$ cat config.mk
export PLATFORM = sky130hd
export DESIGN_NAME = adder_sum_bcd_display
export DESIGN_NICKNAME = d
export VERILOG_FILES = /design/src/rtl/adder_disp_pkg.sv /design/src/rtl/seg7_decoder.sv /design/src/rtl/adder_sum_bcd_display.sv
export SDC_FILE = /design/constraint.sdc
export NUM_CORES = 1
export LEC_CHECK = 0
export BUFFER_PORTS_ARGS = -buffer_cell sky130_fd_sc_hd__buf_2
export CORE_ASPECT_RATIO = 0.75
export CORE_MARGIN = 3
export CORE_UTILIZATION = 62
export CTS_BUF_LIST = sky130_fd_sc_hd__clkbuf_4 sky130_fd_sc_hd__clkbuf_8 sky130_fd_sc_hd__clkbuf_16
export DETAILED_ROUTE_END_ITERATION = 8
export PLACE_DENSITY = 0.92
export SLEW_MARGIN = 20
export SYNTH_ARGS = -nofsm -noshare
export SYNTH_HDL_FRONTEND = slang
export SYNTH_SLANG_ARGS = --single-unit
$ cat constraint.sdc
create_clock -name i_clk -period 4.27 [get_ports i_clk]
set_input_delay 0.2135 -clock i_clk [delete_from_list [all_inputs] [get_ports i_clk]]
set_output_delay 0.2135 -clock i_clk [all_outputs]
set_load 0.005 [all_outputs]
$ cat src/rtl/adder_disp_pkg.sv
// Shared types and constants for the adder sum BCD display block.
//   state_t      : conversion FSM states (IDLE, SHIFT, DONE)
//   bcd_nibble_t : one BCD digit
//   SEG_*        : active-high seven-segment codes {g,f,e,d,c,b,a}
//   BCD_ITER     : shift iterations for a 5-bit binary input
//   add3         : double-dabble nibble correction
package adder_disp_pkg;

  typedef enum logic [1:0] {
    IDLE  = 2'd0,
    SHIFT = 2'd1,
    DONE  = 2'd2
  } state_t;

  typedef logic [3:0] bcd_nibble_t;

  localparam logic [6:0] SEG_0     = 7'h3F;
  localparam logic [6:0] SEG_1     = 7'h06;
  localparam logic [6:0] SEG_2     = 7'h5B;
  localparam logic [6:0] SEG_3     = 7'h4F;
  localparam logic [6:0] SEG_4     = 7'h66;
  localparam logic [6:0] SEG_5     = 7'h6D;
  localparam logic [6:0] SEG_6     = 7'h7D;
  localparam logic [6:0] SEG_7     = 7'h07;
  localparam logic [6:0] SEG_8     = 7'h7F;
  localparam logic [6:0] SEG_9     = 7'h6F;
  localparam logic [6:0] SEG_BLANK = 7'h00;

  localparam int BCD_ITER = 5;

  // A nibble >= 5 would overflow past 9 after the next doubling, so pre-add 3.
  function automatic bcd_nibble_t add3(input bcd_nibble_t n);
    return (n >= 4'd5) ? bcd_nibble_t'(n + 4'd3) : n;
  endfunction

endpackage

$ cat src/rtl/seg7_decoder.sv
// Combinational BCD to seven-segment decoder (active-high).
//   digit_i : BCD digit; codes above 9 decode to blank
//   seg_o   : segments {g,f,e,d,c,b,a}, bit0 = a
module seg7_decoder
  import adder_disp_pkg::*;
(
  input  bcd_nibble_t digit_i,
  output logic [6:0]  seg_o
);

  always_comb begin
    seg_o = SEG_BLANK;
    case (digit_i)
      4'd0:    seg_o = SEG_0;
      4'd1:    seg_o = SEG_1;
      4'd2:    seg_o = SEG_2;
      4'd3:    seg_o = SEG_3;
      4'd4:    seg_o = SEG_4;
      4'd5:    seg_o = SEG_5;
      4'd6:    seg_o = SEG_6;
      4'd7:    seg_o = SEG_7;
      4'd8:    seg_o = SEG_8;
      4'd9:    seg_o = SEG_9;
      default: seg_o = SEG_BLANK;
    endcase
  end

endmodule

$ cat src/rtl/adder_sum_bcd_display.sv
// Converts the 5-bit adder sum to two BCD digits with a sequential
// double-dabble engine and drives a multiplexed 2-digit 7-segment display.
//   i_clk, i_rst_n : clock, async active-low reset
//   i_valid/o_ready: input handshake, i_sum sampled on acceptance only
//   i_sum          : unsigned sum 0..31
//   o_busy         : conversion in progress (SHIFT or DONE)
//   o_done         : one-cycle completion pulse, o_bcd updated with it
//   o_bcd          : {tens, ones} of the last completed conversion
//   o_seg, o_an    : registered segment / digit-enable outputs
// Parameters: REFRESH_DIV (clocks per digit, >=2), SEG_ACTIVE_LOW (polarity).
// Build option: LEADING_ZERO_BLANK_EN blanks the tens digit when it is zero.
module adder_sum_bcd_display
  import adder_disp_pkg::*;
#(
  parameter int unsigned REFRESH_DIV    = 1000,
  parameter bit          SEG_ACTIVE_LOW = 1'b1
) (
  input  logic       i_clk,
  input  logic       i_rst_n,
  input  logic       i_valid,
  output logic       o_ready,
  input  logic [4:0] i_sum,
  output logic       o_busy,
  output logic       o_done,
  output logic [7:0] o_bcd,
  output logic [6:0] o_seg,
  output logic [1:0] o_an
);

  localparam int CNT_W = (REFRESH_DIV > 1) ? $clog2(REFRESH_DIV) : 1;
  localparam logic [CNT_W-1:0] CNT_LAST  = CNT_W'(REFRESH_DIV - 1);
  localparam logic [2:0]       ITER_LAST = 3'(BCD_ITER - 1);
  localparam logic [6:0]       SEG_RST   = SEG_ACTIVE_LOW ? ~SEG_0 : SEG_0;
  localparam logic [1:0]       AN_RST    = SEG_ACTIVE_LOW ? 2'b10 : 2'b01;

  // Conversion datapath: [12:9] tens, [8:5] ones, [4:0] binary being shifted out.
  state_t      state_q;
  logic [12:0] sreg_q, sreg_d, sreg_adj;
  logic [2:0]  iter_q;
  logic        done_q;
  logic [7:0]  bcd_q;

  always_comb begin
    sreg_adj = {add3(sreg_q[12:9]), add3(sreg_q[8:5]), sreg_q[4:0]};
    sreg_d   = {sreg_adj[11:0], 1'b0};
  end

  always_ff @(posedge i_clk or negedge i_rst_n) begin
    if (!i_rst_n) begin
      state_q <= IDLE;
      sreg_q  <= '0;
      iter_q  <= '0;
      done_q  <= 1'b0;
      bcd_q   <= '0;
    end else begin
      done_q <= 1'b0;
      case (state_q)
        IDLE: begin
          if (i_valid) begin
            sreg_q  <= {8'h00, i_sum};
            iter_q  <= '0;
            state_q <= SHIFT;
          end
        end
        SHIFT: begin
          sreg_q <= sreg_d;
          iter_q <= iter_q + 3'd1;
          if (iter_q == ITER_LAST) begin
            bcd_q   <= sreg_d[12:5];
            done_q  <= 1'b1;
            state_q <= DONE;
          end
        end
        DONE:    state_q <= IDLE;
        default: state_q <= IDLE;
      endcase
    end
  end

  assign o_ready = (state_q == IDLE);
  assign o_busy  = (state_q != IDLE);
  assign o_done  = done_q;
  assign o_bcd   = bcd_q;

  // Display multiplexer: sel_q = 0 shows ones, 1 shows tens.
  logic [CNT_W-1:0] refresh_q;
  logic             sel_q;
  bcd_nibble_t      digit_mux;
  logic [6:0]       seg_raw, seg_d, seg_q;
  logic [1:0]       an_d, an_q;

  always_comb begin
    digit_mux = sel_q ? bcd_q[7:4] : bcd_q[3:0];
`ifdef LEADING_ZERO_BLANK_EN
    // 4'hF is not a BCD code, so the decoder renders it blank.
    if (sel_q && (bcd_q[7:4] == 4'd0)) begin
      digit_mux = 4'hF;
    end
`endif
  end

  seg7_decoder u_dec (
    .digit_i (digit_mux),
    .seg_o   (seg_raw)
  );

  always_comb begin
    seg_d = SEG_ACTIVE_LOW ? ~seg_raw : seg_raw;
    an_d  = sel_q ? 2'b10 : 2'b01;
    if (SEG_ACTIVE_LOW) begin
      an_d = ~an_d;
    end
  end

  always_ff @(posedge i_clk or negedge i_rst_n) begin
    if (!i_rst_n) begin
      refresh_q <= '0;
      sel_q     <= 1'b0;
      seg_q     <= SEG_RST;
      an_q      <= AN_RST;
    end else begin
      if (refresh_q == CNT_LAST) begin
        refresh_q <= '0;
        sel_q     <= ~sel_q;
      end else begin
        refresh_q <= refresh_q + 1'b1;
      end
      seg_q <= seg_d;
      an_q  <= an_d;
    end
  end

  assign o_seg = seg_q;
  assign o_an  = an_q;

endmodule
==> impl_metrics.yaml, run 1 <==
sta:
  period_share: 0.521
  drv_slew: 0
  finalHoldViolations: 0
  setup_viol: 0
  slew_headroom: 0.345
  min_period_ps: 2220
  tightest_slew_ps: 983
  grt_setup_unrepaired: "false"
  tns_ps: 0
  skew_ps: 3.95
  fmax_mhz: 450
synthesis:
  syn_area_um2: 2320
  synthArstFlopShare: 1.00
  ys_warn_count: 0
  synth_cells: 212
  synth.distinct_cells: 38
  synth_edf_count: 0
  avgSynthCellArea_um2: 10.9
  ys.flop_type: "dfrtp_1"
  ys_ff_latch: 47
  yosysSeqAreaShare: 0.508
  syn-num-nets: 232
critical_path:
  crit_family: "simple AND/OR/NAND/NOR gates"
  path_cells: "nor2b_1, nand3_2, inv_1, mux2_2"
  cp.buffers_inverters: 1
  critPathMaxFanout: 13
  slowest_stage: "nor2b_1"
  slowest_delay_ps: 630
  worst_setup_path_start_kind: "flop"
  reg2reg_from: "state_q[0]"
  crit_start: "state_q[0]"
  crit_type: "flop to flop"
  worst_ep_arrival_time_ps: 2400
  critPathCaptureType: "flop"
  crit_required_ps: 4440
clock_tree:
  clkTransAtPathRegs_ps: 80
  clkSinkCount: 47
  root_buffer: "clkbuf_8"
  cts_hold_buf: 0
  cts-resized-gates: 0
  clock_latency_ps: 290
  cts_htree_levels: 2
  cts.path.max_buffers: 2
  cts_setup_buffers: 0
  cts_tree: "yes"
  cts-buffers-inserted: 5
place:
  place_congestion: 0.902
  io_buffers: 27
  place_hpwl_mm: 3.14
grt:
  grtUsageTotal: 0.213
  grt_pass1_vias: 1581
  grt_overflow: 0
  grt_max_degree: 48
  grt_antenna_before_repair: 0
  grt_pass1_wl_mm: 7.34
layout:
  layout.nets: 259
  n_antenna_cell: 0
  drive_gt1_frac: 0.221
  syn_to_final_growth_pct: 10.9
detailed_routing:
  wl_per_cell_um: 15.1
  drt_wl_total_mm: 4.37
  vias: 1623
  drtIter0Drc: 162
  post_drt_via_cell_ratio: 5.60
  drt.antenna.violating_nets: 0
  drc_errors: 0
  dr.pass1.iters: 4
power:
  internal_power_mw: 1.07
  power.share.combinational: 0.409
  p_total_mw: 1.71
  p_switching_uw: 642
  seq_power_share: 0.420
  switching_share: 0.375
  p_leak_nw: 1.23
  powerDensity_nw_per_um2: 666
  p_clk_frac: 0.171
  vdd_drop_max_uv: 370
floorplanning:
  die_area_um2: 4520
  dieWidth_um: 76.6
  chipHeight_um: 59.0
  num_rows: 18
  start_util: 0.673
  ios: 28
  fp.coreArea_um2: 3450
run:
  maxCapViolations: 0
worst_hold_path:
  min_path_type: "primary input to async pin"
outcome:
  outcome: "finished, final reports clean"
## sequential cells by signal (all words and copies together) (netlist names)
register,cells
iter_q,3
state_q,2
o_an,2
o_done,1
o_seg,7
sel_q,1
o_bcd,8
sreg_q,13
refresh_q,10
## synthesized netlist by cell type (3+ instances only)
cell type  number  share of area
a22o_1          8          0.030
o21ai_0        13          0.028
mux2_2          6          0.029
inv_1          14          0.023
ha_1           12          0.065
nand2_1        13          0.021
o21a_1          3         0.0097
dfrtp_1        45           0.49
a22oi_1         4          0.013
a31oi_1         3         0.0081
a21oi_1        17          0.037
nor2_1         14          0.023
o22ai_1         3         0.0081
xnor2_1         7          0.026
nand3_1         5          0.011
buf_4           3         0.0097
nor2b_1         8          0.022
nand2b_1        6          0.016
## logic make-up (layout without fill, tap and decap cells)
family,Yosys count,after routing,synth area share
buffers and inverters,21,49,0.0431
adders and majority gates,12,12,0.0647
xor gates and xnor gates,9,9,0.0340
muxes,12,12,0.0701
AOI/OAI and AO/OA,56,56,0.152
and+or+nand+nor,55,55,0.128
DFF,47,47,0.508
## layout by cell type (no fill, tap or decap), types with 3 or more instances in the layout
master	netlist	routed
o21a_1	3	3
a31oi_1	3	3
nand2_1	13	13
mux2_2	6	6
nor2_1	14	14
a21oi_1	17	17
o21ai_0	13	13
nand2b_1	6	6
a22oi_1	4	4
clkbuf_8	0	7
nor2b_1	8	8
buf_2	2	27
xnor2_1	7	7
nand3_1	5	5
a22o_1	8	8
inv_1	14	14
dfrtp_1	45	45
ha_1	12	12
o22ai_1	3	3
## per-layer routing
layer / share of wire / track usage / routed length, µm
met3: 0.039 / 0.0456 / 169
met1: 0.47 / 0.284 / 2070
met5: 0 / 0 / 0
met2: 0.47 / 0.345 / 2050
met4: 0.020 / 0.0904 / 87
## power groups by stage
stage	clock (mW)	sequential (mW)	combinational [mW]
2_1_floorplan	0	0.690	0.515
3_3_place_gp	0	0.715	0.658
3_5_place_dp	0	0.724	0.691
4_1_cts	0.297	0.716	0.701
5_1_grt	0.319	0.738	0.782
6_report	0.293	0.720	0.701
## final timing paths
check                            end  slack (ps)  depth (start not counted)
hold / removal              o_bcd[6]          80                          1
max in group asynchronous  sreg_q[1]        3590                          1
setup / recovery            o_bcd[1]        2050                          4
hold reg to reg            sreg_q[0]         510                          2
min in group i_clk         sreg_q[3]         210                          3
setup reg to reg            o_bcd[1]        2050                          4
## area by class of cell
class,count,area [µm²]
Clock buffer,8,104
Multi-Input combinational cell,144,1040
Sequential cell,47,1180
Tap cell,50,62.6
Timing Repair Buffer,27,135
Inverter,14,52.6
Fill cell,229,872
## stage by stage
stage          area [µm²]  hold WS (ps)   util  std cells  setup WS [ps]
4_1_cts              2570           111  0.747        290           2060
5_1_grt              2570           146  0.747        290           1860
3_5_place_dp         2470           431  0.717        282           2060
6_report             2570          77.5  0.747        290           2050
3_3_place_gp         2470           428  0.717        282           2270
2_1_floorplan        2320         -82.1      -        212           2750
(Power assumes the default switching activity.)
==> inputs of run 2 (changes only) <==
- CORE_UTILIZATION: 62 -> 52
- PLACE_DENSITY: 0.92 -> 0.83
- clock period: 4.27 -> 1.9 ns (I/O delays scaled with it)
==> run 2 against run 1 <==
Effect of this change:
- first-iteration DRC count is 14% lower
- clock power is 120% higher
- via count is 1.8% higher
- highest routed layer unchanged
- maximum frequency is 28% higher
- setup slack worse by 1900 ps
- final cell count is 3.8% higher
- critical path depth is 2 higher
- clock skew is 5.3 ps higher
- sequential share of layout area is 0.79 points lower
- clock-buffer cell count is 1 lower
- register-to-register slack worse by 1900 ps
==> impl_metrics.yaml, run 2 (same netlist as run 1, synthesis figures left out) <==
place:
  dp_cells: 292
  place_hpwl_mm: 3.13
  io_buffers: 27
  place_congestion: 0.848
floorplanning:
  die_area_um2: 5310
  ios: 28
  fp.coreArea_um2: 4180
  dieWidth_um: 83.1
  chipHeight_um: 63.8
  start_util: 0.555
  num_rows: 20
sta:
  period_share: 0.913
  fmax_mhz: 576
  tns_ps: 0
  setup_viol: 0
  skew_ps: 9.29
  min_period_ps: 1740
  tightest_slew_ps: 925
  grt_setup_unrepaired: "false"
  slew_headroom: 0.382
  drv_slew: 0
  finalHoldViolations: 0
clock_tree:
  cts_htree_levels: 2
  clock_latency_ps: 300
  cts.path.max_buffers: 2
  clkTransAtPathRegs_ps: 90
  cts-resized-gates: 0
  cts_setup_buffers: 0
  cts_tree: "yes"
  clkSinkCount: 47
  cts-buffers-inserted: 5
  root_buffer: "clkbuf_8"
power:
  p_total_mw: 3.81
  powerDensity_nw_per_um2: 1450
  vdd_drop_max_uv: 598
  p_leak_nw: 1.25
critical_path:
  worst_setup_path_start_kind: "flop"
  crit_start: "sreg_q[6]"
  reg2reg_from: "sreg_q[6]"
  r2r_end: "o_bcd[2]"
  reg2reg_slack_ps: 160
  crit_required_ps: 2140
  ff2ff_path_depth: 6
  critPathMaxFanout: 4
  critPathCaptureType: "flop"
  worst_ep_arrival_time_ps: 1980
  crit_type: "flop to flop"
grt:
  grt_pass1_vias: 1537
  grtUsageTotal: 0.171
  grt_antenna_before_repair: 0
  grt_overflow: 0
  grt_max_degree: 23
  grt_pass1_wl_mm: 7.31
detailed_routing:
  drc_errors: 0
  vias: 1653
  drt.antenna.violating_nets: 0
  post_drt_via_cell_ratio: 5.49
  wl_per_cell_um: 14.3
  drtIter0Drc: 140
  drt_wl_total_mm: 4.30
  dr.pass1.iters: 4
outcome:
  outcome: "finished, final reports clean"
layout:
  layout.nets: 265
  final_cell_mix: "dfrtp_1, buf_2, a21oi_1, inv_1, nor2_1"
  syn_to_final_growth_pct: 12.9
  largest_reg_flops: 13
  drive_gt1_frac: 0.236
  fin_util: 0.627
  n_antenna_cell: 0
  largest_register: "sreg_q"
  layoutNonFillerInstCount: 301
  final_common_cell: "dfrtp_1"
worst_hold_path:
  hold_depth: 3
  min-delay-start: "i_sum[3]"
  min_path_type: "primary input to flop"
  holdPathEnd: "sreg_q[3]"
run:
  maxCapViolations: 0
-- run 2: changes by cell type in the layout (fill, tap and decap cells not counted), sizes merged --
cell and change:
clkinv +1, dlygate4sd3 +1, clkbuf -1, buf +5
-- run 2: repair_timing --
item                                    CTS  global route
endpoints found under the setup margin    0             0
hold endpoints to repair                 18             0
hold buffers                              1             0
-- run 2: layout make-up --
type / count / area, µm²
Tap cell: 55 / 68.8
Multi-Input combinational cell: 144 / 1040
Fill cell: 314 / 1560
Sequential cell: 47 / 1180
Inverter: 14 / 52.6
Clock buffer: 7 / 90.1
Clock inverter: 1 / 5.00
Timing Repair Buffer: 33 / 183
-- run 2: critical path, stage by stage (launching register included) --
cell	delay [ps]
dfrtp_1	400
inv_1	110
ha_1	230
nand2b_1	90
a21oi_1	310
mux2i_1	330
mux2_2	200
-- run 2: how the worst max path moves through the flow --
stage	slack, ps	cells past startpoint	endpoint
3_3_place_gp	300	6	o_seg[3]
6_report	160	6	o_bcd[2]
2_1_floorplan	380	7	o_seg[3]
4_1_cts	150	6	o_bcd[2]
5_1_grt	9	6	o_bcd[2]
3_5_place_dp	180	6	o_seg[3]
-- run 2: metal layers --
metal / GRT usage / vias to the layer above / wire, µm
li1: - / 800 / -
met1: 0.242 / 811 / 2090
met2: 0.269 / 37 / 1960
met3: 0.0361 / 5 / 211
met4: 0.0490 / 0 / 41
met5: 0 / - / 0
-- run 2: through the flow --
| step | area [µm²] | hold WS [ps] | worst slack, ps |
|---|---|---|---|
| final | 2620 | 71.4 | 165 |
| after global placement | 2510 | 92.8 | 304 |
| after floorplan | 2320 | -201 | 381 |
| after detailed placement | 2510 | 90.5 | 180 |
| after global routing | 2620 | 92.2 | 8.86 |
| after CTS | 2620 | 70.9 | 152 |
-- run 2: power breakdown --
part | leakage, nW | internal (mW) | switching [mW]
Combinational | 0.606 | 0.762 | 0.806
Sequential | 0.594 | 1.32 | 0.286
Clock | 0.0517 | 0.308 | 0.326
